--- src/rtl/adder_slice_seq.sv ---
// ---------------------------------------------------------------------------
// adder_slice_seq
//
// Adds two WIDTH-bit operands by reusing one SLICE-bit adder over NSLICE
// clock cycles, least significant slice first. The carry between slices is
// held in a register. The result wraps modulo 2^WIDTH.
//
// Ports:
//   clk        rising-edge clock
//   rst_n      asynchronous active-low reset
//   in_valid   operand pair a/b is valid
//   in_ready   block can accept operands (high only in IDLE)
//   a, b       WIDTH-bit operands, sampled only on the accepting edge
//   out_valid  sum is valid (high only in DONE)
//   out_ready  consumer accepts sum
//   sum        registered WIDTH-bit result
//   busy       high while an operation is in flight (RUN or DONE)
//   cout       carry out of the last slice (only with ADDER_SLICE_SEQ_COUT_EN)
//
// Build option:
//   ADDER_SLICE_SEQ_COUT_EN  adds the cout output port. When this macro is
//                            not defined, the final carry is dropped.
// ---------------------------------------------------------------------------
module adder_slice_seq #(
  parameter int WIDTH = 32,
  parameter int SLICE = 8
) (
  input  logic             clk,
  input  logic             rst_n,
  input  logic             in_valid,
  output logic             in_ready,
  input  logic [WIDTH-1:0] a,
  input  logic [WIDTH-1:0] b,
  output logic             out_valid,
  input  logic             out_ready,
  output logic [WIDTH-1:0] sum,
  output logic             busy
`ifdef ADDER_SLICE_SEQ_COUT_EN
  ,
  output logic             cout
`endif
);

  localparam int NSLICE = WIDTH / SLICE;
  localparam int CNT_W  = (NSLICE > 1) ? $clog2(NSLICE) : 1;
  localparam logic [CNT_W-1:0] LAST_CNT = CNT_W'(NSLICE - 1);

  typedef enum logic [1:0] {
    IDLE = 2'd0,
    RUN  = 2'd1,
    DONE = 2'd2
  } state_t;

  state_t             state_q;
  state_t             state_d;
  logic [WIDTH-1:0]   a_q;
  logic [WIDTH-1:0]   b_q;
  logic [WIDTH-1:0]   sum_q;
  logic [CNT_W-1:0]   cnt_q;
  logic               carry_q;
  logic               accept;
  logic [SLICE-1:0]   a_slice;
  logic [SLICE-1:0]   b_slice;
  logic [SLICE:0]     slice_sum;

  assign accept = in_valid && in_ready;
  assign sum    = sum_q;

`ifdef ADDER_SLICE_SEQ_COUT_EN
  // After the last slice the carry register holds the final carry out, and it
  // is only cleared again by the next accept, so it can drive cout directly.
  assign cout = carry_q;
`endif

  // State register.
  always_ff @(posedge clk or negedge rst_n) begin
    if (!rst_n) begin
      state_q <= IDLE;
    end else begin
      state_q <= state_d;
    end
  end

  // Next-state logic. The handshake outputs depend only on the current state,
  // so they are clean registered-state decodes.
  always_comb begin
    state_d   = state_q;
    in_ready  = 1'b0;
    out_valid = 1'b0;
    busy      = 1'b1;
    case (state_q)
      IDLE: begin
        in_ready = 1'b1;
        busy     = 1'b0;
        if (in_valid) begin
          state_d = RUN;
        end
      end
      RUN: begin
        if (cnt_q == LAST_CNT) begin
          state_d = DONE;
        end
      end
      DONE: begin
        out_valid = 1'b1;
        if (out_ready) begin
          state_d = IDLE;
        end
      end
      default: begin
        state_d = IDLE;
        busy    = 1'b0;
      end
    endcase
  end

  // Select the operand slices for the current step. A decoded mux with
  // constant part-selects avoids a variable-index shifter on the operands.
  always_comb begin
    a_slice = '0;
    b_slice = '0;
    for (int i = 0; i < NSLICE; i++) begin
      if (cnt_q == CNT_W'(i)) begin
        a_slice = a_q[i*SLICE +: SLICE];
        b_slice = b_q[i*SLICE +: SLICE];
      end
    end
  end

  // The one shared adder slice.
  assign slice_sum = {1'b0, a_slice} + {1'b0, b_slice} + {{SLICE{1'b0}}, carry_q};

  // Datapath registers. Operands are copied on accept so the producer may
  // change a/b freely while the operation runs. Slices of sum that have not
  // been rewritten yet keep their previous contents.
  always_ff @(posedge clk or negedge rst_n) begin
    if (!rst_n) begin
      a_q     <= '0;
      b_q     <= '0;
      sum_q   <= '0;
      cnt_q   <= '0;
      carry_q <= 1'b0;
    end else begin
      case (state_q)
        IDLE: begin
          if (accept) begin
            a_q     <= a;
            b_q     <= b;
            cnt_q   <= '0;
            carry_q <= 1'b0;
          end
        end
        RUN: begin
          for (int i = 0; i < NSLICE; i++) begin
            if (cnt_q == CNT_W'(i)) begin
              sum_q[i*SLICE +: SLICE] <= slice_sum[SLICE-1:0];
            end
          end
          carry_q <= slice_sum[SLICE];
          cnt_q   <= (cnt_q == LAST_CNT) ? '0 : cnt_q + CNT_W'(1);
        end
        default: begin
        end
      endcase
    end
  end

endmodule
--- config.mk ---
export PLATFORM = sky130hd
export DESIGN_NAME = adder_slice_seq
export DESIGN_NICKNAME = d
export VERILOG_FILES = /design/src/rtl/adder_slice_seq.sv
export SDC_FILE = /design/constraint.sdc
export NUM_CORES = 1
export LEC_CHECK = 0
export ABC_AREA = 1
export CAP_MARGIN = 20
export CORE_ASPECT_RATIO = 0.8
export CORE_MARGIN = 3
export CORE_UTILIZATION = 55
export DETAILED_ROUTE_END_ITERATION = 16
export HOLD_SLACK_MARGIN = 0.03
export PLACE_DENSITY = 0.85
export SETUP_SLACK_MARGIN = 0.5
export SLEW_MARGIN = 20
export SYNTH_ARGS = -nofsm -noshare
export SYNTH_HDL_FRONTEND = slang
export SYNTH_SLANG_ARGS = --single-unit
--- constraint.sdc ---
create_clock -name clk -period 7.42 [get_ports clk]
set_input_delay 1.113 -clock clk [delete_from_list [all_inputs] [get_ports clk]]
set_output_delay 1.113 -clock clk [all_outputs]
set_load 0.01 [all_outputs]
==> impl_results.md, run 1 <==
* Crit path time final at ~3.4 ns
* Lkg Pwr at roughly 3.1 nW
* Min-Delay Path Depth at 2
* Area delta synth->final at 25.12%
* Diode count at 0
* Mux cell area share after synthesis at 0%
* Fill count at 627
* Unique masters post-synth at 29
* Largest family of logic cells by synthesized area: simple AND/OR/NAND/NOR gates
* Min-delay worst type: flop to flop
* RSZ-0062 raised after global routing: false
* P per Cell Area at roughly 460 nW/um2
* Via/cell ratio at approximately 5.4
* First-pass GRT wire length at slightly below 20,000 um
* Simple logic cell fraction of the synthesized area at 29.15%
* Final setup vio count at 0
* # IOs at between 100 and 150
* Reg2reg end: sum[14]$_DFFE_PN0P_
* Initial core utilization at between 50% and 60%
* Drt wl/cell at 14.93 um
* Crit start category: flop
* Antenna violations before repair at 0
* Horiz. Die Dim at 110.6 um
* FF/Latch Area at about 2500 um2
* Worst-path clk slew at around 0.090 ns
* Final slew viol count at 0
* Cell Area, Synth at about 4800 um2
* Post_cts resized at 0
* Flop-to-flop setup slack at about 4.1 ns
* Hold Crit Start: a_q[4]$_DFFE_PN0P_
* Hold Path End: a_q[4]$_DFFE_PN0P_
* Drt first pass iters at 5
* R2r worst-path depth at 12
* Synth warn at 0
* Post-cts hold buffer count at 0
* Adder-cell share of the synthesized area at about 4.5%
* Critical path class: flop to flop
* Port Buffer Count at 102
* Post-CTS Setup Inserts at 0
* Post-Syn Instances at around 600
* Worst clock skew at 0.01317 ns
* Clk sinks at around 100
* Final ANT Viol Nets at 0
* Final setup TNS at 0 ns
* Largest net degree at the start of global routing at between 60 and 70
* CTS Buffer Depth at 2
* Synth top area share at 52.48%
* Hold Slack at 0.4836 ns
* Critical Path RT at 7.67 ns
* Die height at between 80 and 90 um
* Worst Setup End Kind: flop
* Vias in the first global route at ~4,200
* Worst-skew pair later-pin latency at between 0.3 and 0.4 ns
* CTS H-Tree Depth at 3
* Total track usage at roughly 25%
* Site Rows at 29
* Mean Syn Cell Area at ~8.1 um2
* Synthesized Nets at 680
* Most area-consuming cells after synthesis: dfrtp_1 (52%), nand2_1 (24%), o21ai_0 (3.7%)
* Peak VDD IR at 0.0002904 V
* CTS tree: done
* Xor-xnor portion of the synthesized cell area at less than 1%
* GR Overflow Total at 0
* Outcome: completed
* Final core utilization at between 70% and 80%
* Worst-Margin Slew at around 1.0 ns
* Compound-Gate Fraction of Synth Area at under 10%
* Detailed placer's ending HPWL at between 8000 and 9000 um
* CP max FO at 26
* Slew margin rel. at 33.35%
* CTS Buf Count at 9
* DRC at 0
* Clk root buf: clkbuf_8
* Yosys top cell by area: dfrtp_1
* Total of max-cap violations at 0
* Worst R2R Start: cnt_q[0]$_DFFE_PN0P_
* DRT iter0 DRCs at between 300 and 400
* Period utilisation layout at 45.28%
* Die area at ~9900 um2
* Max Fclk at 297.6 MHz
* Register area share after synthesis at between 50% and 60%
* Nets@finish at 768
* Seq cells post-synth at 101
* Final hold viol count at 0
* Via count at ~4,300
* Multi-input logic area at a little over 2000 um2
* Placer Congestion at 0.8945
* Total core area at a little over 8000 um2
* Drt total wl at around 12,000 um
* Critical path data arrival time at 3.61 ns
* Layout cells sized above 1 at under 10%
metal layers:
metal | track usage, % | wire (um) | vias to the layer above
met5 | 0 | 0 | -
met2 | 42.13 | 5682 | 194
met4 | 8.613 | 225 | 0
met1 | 32.63 | 5105 | 2015
met3 | 5.961 | 869 | 26
li1 | - | - | 2050
stage by stage:
| stage | cells | worst slack (ns) | cell area, um2 | total power [W] |
|---|---|---|---|---|
| 5_1_grt | 796 | 3.653 | 6026 | 0.002988 |
| 4_1_cts | 796 | 4.066 | 6021 | 0.002738 |
| 3_3_place_gp | 781 | 3.739 | 5818 | 0.002305 |
| 3_5_place_dp | 781 | 3.690 | 5818 | 0.002371 |
| 6_report | 796 | 4.060 | 6026 | 0.002743 |
| 2_1_floorplan | 596 | 4.913 | 4816 | 0.001898 |
placed cells by master (no fill, tap or decap), drive strengths merged:
cell type	synthesis	final
o21ai	42	42
fa	2	2
or2	3	3
bufinv	0	1
nand3b	2	2
a31oi	7	7
nor2	12	12
nand3	22	22
nand2	316	316
inv	25	29
buf	24	2
a22oi	2	2
clkbuf	2	10
clkdlybuf4s50	0	101
ha	14	14
xnor2	2	2
a21oi	12	12
dfrtp	101	101
a21o	8	8
layout make-up:
| cell class | instances | area share (%) |
|---|---|---|
| flip-flops and latches | 101 | 41.94 |
| clock inverters | 5 | 1.080 |
| repair buffers | 103 | 17.03 |
| multi-input cells | 444 | 33.82 |
| clock buffers | 10 | 2.284 |
| inverters | 25 | 1.599 |
| well taps | 108 | 2.243 |
cells by family after synthesis:
group / count (synthesis)
adder cells (fa/ha/maj): 16
flip-flops: 101
XOR/XNOR: 2
buffers and inverters: 51
AO/OA/AOI/OAI: 71
AND/OR/NAND/NOR: 355
how the worst max path moves through the flow:
stage / startpoint / end / cells after the start
after floorplan: cnt_q[0]$_DFFE_PN0P_ / sum[14]$_DFFE_PN0P_ / 17
after CTS: in_valid / b_q[31]$_DFFE_PN0P_ / 5
final: cnt_q[0]$_DFFE_PN0P_ / sum[14]$_DFFE_PN0P_ / 12
after detailed placement: in_valid / b_q[31]$_DFFE_PN0P_ / 5
after global routing: cnt_q[0]$_DFFE_PN0P_ / sum[14]$_DFFE_PN0P_ / 12
after global placement: in_valid / b_q[8]$_DFFE_PN0P_ / 5
power breakdown:
group          switching (W)  total, W  internal [W]
sequential          0.000140  0.000942      0.000802
combinational       0.000880   0.00144      0.000563
clock               0.000191  0.000360      0.000168
total                0.00121   0.00274       0.00153
state kept, by name, summed over array words and instances, names as in the netlist:
| name | cells |
|---|---|
| b_q | 32 |
| a_q | 32 |
| cnt_q | 2 |
| sum | 32 |
| state_q | 2 |
| carry_q | 1 |
synthesized netlist by cell type:
| cell | number |
|---|---|
| a21o_1 | 8 |
| a21oi_1 | 12 |
| a22oi_1 | 1 |
| a22oi_2 | 1 |
| a31oi_1 | 7 |
| buf_2 | 18 |
| buf_4 | 2 |
| buf_6 | 3 |
| buf_8 | 1 |
| clkbuf_1 | 2 |
| dfrtp_1 | 101 |
| fa_1 | 2 |
| ha_1 | 14 |
| inv_1 | 23 |
| inv_2 | 1 |
| inv_4 | 1 |
| nand2_1 | 314 |
| nand2_2 | 2 |
| nand3_1 | 21 |
| nand3_2 | 1 |
| nand3b_1 | 2 |
| nor2_1 | 10 |
| nor2_2 | 1 |
| nor2_8 | 1 |
| o21ai_0 | 36 |
| o21ai_1 | 6 |
| or2_1 | 2 |
| or2_2 | 1 |
| xnor2_1 | 2 |
critical path: stages (launching register included):
cell      delay (ns)
dfrtp_1         0.40
ha_1            0.75
inv_1           0.41
o21ai_0         0.41
fa_1            0.23
inv_1           0.06
fa_1            0.39
nand2_1         0.08
nand2_1         0.10
nand3_2         0.10
nand3b_1        0.14
nand3_1         0.13
nand2_1         0.05
No activity file was read; power rests on OpenSTA's default activity.
==> run 2: changes to the inputs <==
Settings changed: CORE_UTILIZATION 55 to 46, PLACE_DENSITY 0.85 to 0.76.
Clock period 7.42 ns to 2.7 ns, I/O delays scaled along.
==> impl_results.md, run 2 (same netlist as run 1, synthesis figures left out) <==
* Outcome: completed
* Via/cell ratio at approximately 5.1
* Setup slack after layout at about 0.12 ns
* First-pass GRT wire length at between 20,000 and 25,000 um
* CTS H-Tree Depth at 3
* Critical Path RT at between 2 and 3 ns
* DRC at 0
* Total track usage at between 20% and 30%
* Placement Setup Slack at roughly 0.038 ns
* Drt first pass iters at 5
* Final ANT Viol Nets at 0
* Initial core utilization at between 40% and 50%
* Final core utilization at between 60% and 70%
* Diode count at 0
* Slew margin rel. at about two fifths
* Fill count at a little over 800
* Final hold viol count at 0
* Multi-input logic area at between 2000 and 2500 um2
* Final slew viol count at 0
* Area delta synth->final at 37.41%
* Peak VDD IR at between 0.0005 and 0.0006 V
* CTS Buffer Depth at 2
* Die area at between 10,000 and 15,000 um2
* Drt total wl at between 10,000 and 15,000 um
* Most common cell after layout, fill and taps aside: nand2_1
* Flop-to-flop setup slack at ~0.12 ns
* Total core area at between 9000 and 10,000 um2
* Worst Setup End Kind: flop
* Worst R2R Start: cnt_q[0]$_DFFE_PN0P_
* Nets@finish at slightly below 800
* Final setup vio count at 0
* Critical path class: flop to flop
* CP max FO at 11
* Total of max-cap violations at 0
* Worst-skew pair later-pin latency at 0.34 ns
* Max Fclk at 388.0 MHz
* Final cell count without fillers at roughly 850
* RSZ-0062 raised after global routing: true
* Die height at slightly below 100 um
* Placer Congestion at 0.9241
* Worst-Margin Slew at between 0.8 and 0.9 ns
* Worst clock skew at about 0.0045 ns
* Placed cells at approximately 820
* # IOs at between 100 and 150
* Drt wl/cell at about 15 um
* Final setup TNS at 0 ns
* CTS Buf Count at 9
* Antenna violations before repair at 0
* GR Overflow Total at 0
* Commonest non-fill, non-tap cells in the layout: nand2_1 (304), dfrtp_1 (101), clkdlybuf4s50_1 (101), buf_4 (22), o21ai_0 (21)
* Vias in the first global route at ~4,500
* DRT iter0 DRCs at between 300 and 400
* Reg2reg end: sum[26]$_DFFE_PN0P_
* Clk sinks at 101
* Crit path time final at roughly 2.6 ns
* Critical path data arrival time at about 2.8 ns
* P per Cell Area at about 1400 nW/um2
* R2r worst-path depth at 11
* Via count at between 4,000 and 5,000
* FF/Latch Area at between 2000 and 3000 um2
* Site Rows at 32
* Largest net degree at the start of global routing at 73
* Min-delay worst type: input pin to async pin
* Port Buffer Count at just over 100
* Worst-path clk slew at roughly 0.07 ns
* Period utilisation layout at 95.47%
* Layout cells sized above 1 at ~14%
* Detailed placer's ending HPWL at approximately 9200 um
* Horiz. Die Dim at around 120 um
* CTS tree: done
* Crit start category: flop
* Lkg Pwr at ~3.3 nW
* Clk root buf: clkbuf_16
[run 2: changes by cell type in the layout (fill, tap and decap cells not counted), moves of 8 or more]
cell,previous run,this run
clkbuf_16,0,9
nand2_2,2,10
nand2_1,313,304
o21ai_0,36,21
clkbuf_8,10,2
o21ai_1,6,14
buf_4,2,22
ha_1,14,6
[run 2: power by group]
group          total [W]  switching, W  leakage (nW)  internal (W)
clock            0.00123      0.000552         0.135      0.000679
combinational    0.00526       0.00289          1.94       0.00237
sequential       0.00266      0.000451          1.27       0.00221
total            0.00915       0.00390          3.35       0.00526
[run 2: repair_timing]
item | CTS | global route
hold buffers | 0 | 0
cloned | 1 | 0
resized for setup | 38 | 13
pin swaps | 26 | 7
setup buffers | 16 | 2
endpoints found under the setup margin | 29 | 29
[run 2: worst max-delay path by stage]
stage | start | endpoint
6_report | cnt_q[0]$_DFFE_PN0P_ | sum[26]$_DFFE_PN0P_
5_1_grt | cnt_q[0]$_DFFE_PN0P_ | sum[14]$_DFFE_PN0P_
4_1_cts | cnt_q[0]$_DFFE_PN0P_ | sum[14]$_DFFE_PN0P_
3_5_place_dp | cnt_q[0]$_DFFE_PN0P_ | sum[28]$_DFFE_PN0P_
3_3_place_gp | cnt_q[1]$_DFFE_PN0P_ | sum[28]$_DFFE_PN0P_
2_1_floorplan | cnt_q[1]$_DFFE_PN0P_ | sum[6]$_DFFE_PN0P_
[run 2: layer usage]
layer / GRT usage, % / part of all wire (%)
met4: 7.143 / 1.9
met2: 35.68 / 46
met5: 0 / 0
met3: 4.831 / 5.8
met1: 31.31 / 46
[run 2: worst max-delay path, cell delays in order, from the launching register on]
cell and delay (ns):
dfrtp_1 0.45, ha_2 0.29, buf_4 0.21, nor2_1 0.08
a22oi_2 0.23, fa_2 0.25, inv_2 0.05, fa_2 0.36
buf_4 0.15, buf_6 0.11, xnor2_4 0.19, o21ai_1 0.08
[run 2: layout make-up]
cell class	count	share of cell area (%)
flip-flops and latches	101	38.19
multi-input cells	444	34.37
repair buffers	129	18.93
clock buffers	12	3.876
well taps	136	2.571
inverters	25	1.569
clock inverters	4	0.4916
[run 2: stage by stage]
| stage | power [W] | hold WS [ns] | cell area (um2) |
|---|---|---|---|
| finish | 0.009152 | 0.1684 | 6618 |
| global route | 0.009860 | 0.2583 | 6618 |
| CTS | 0.008918 | 0.2202 | 6568 |
| detailed placement | 0.006882 | 0.4646 | 6013 |
| global placement | 0.006764 | 0.4644 | 6013 |
| floorplan | 0.005497 | 0.1094 | 4922 |
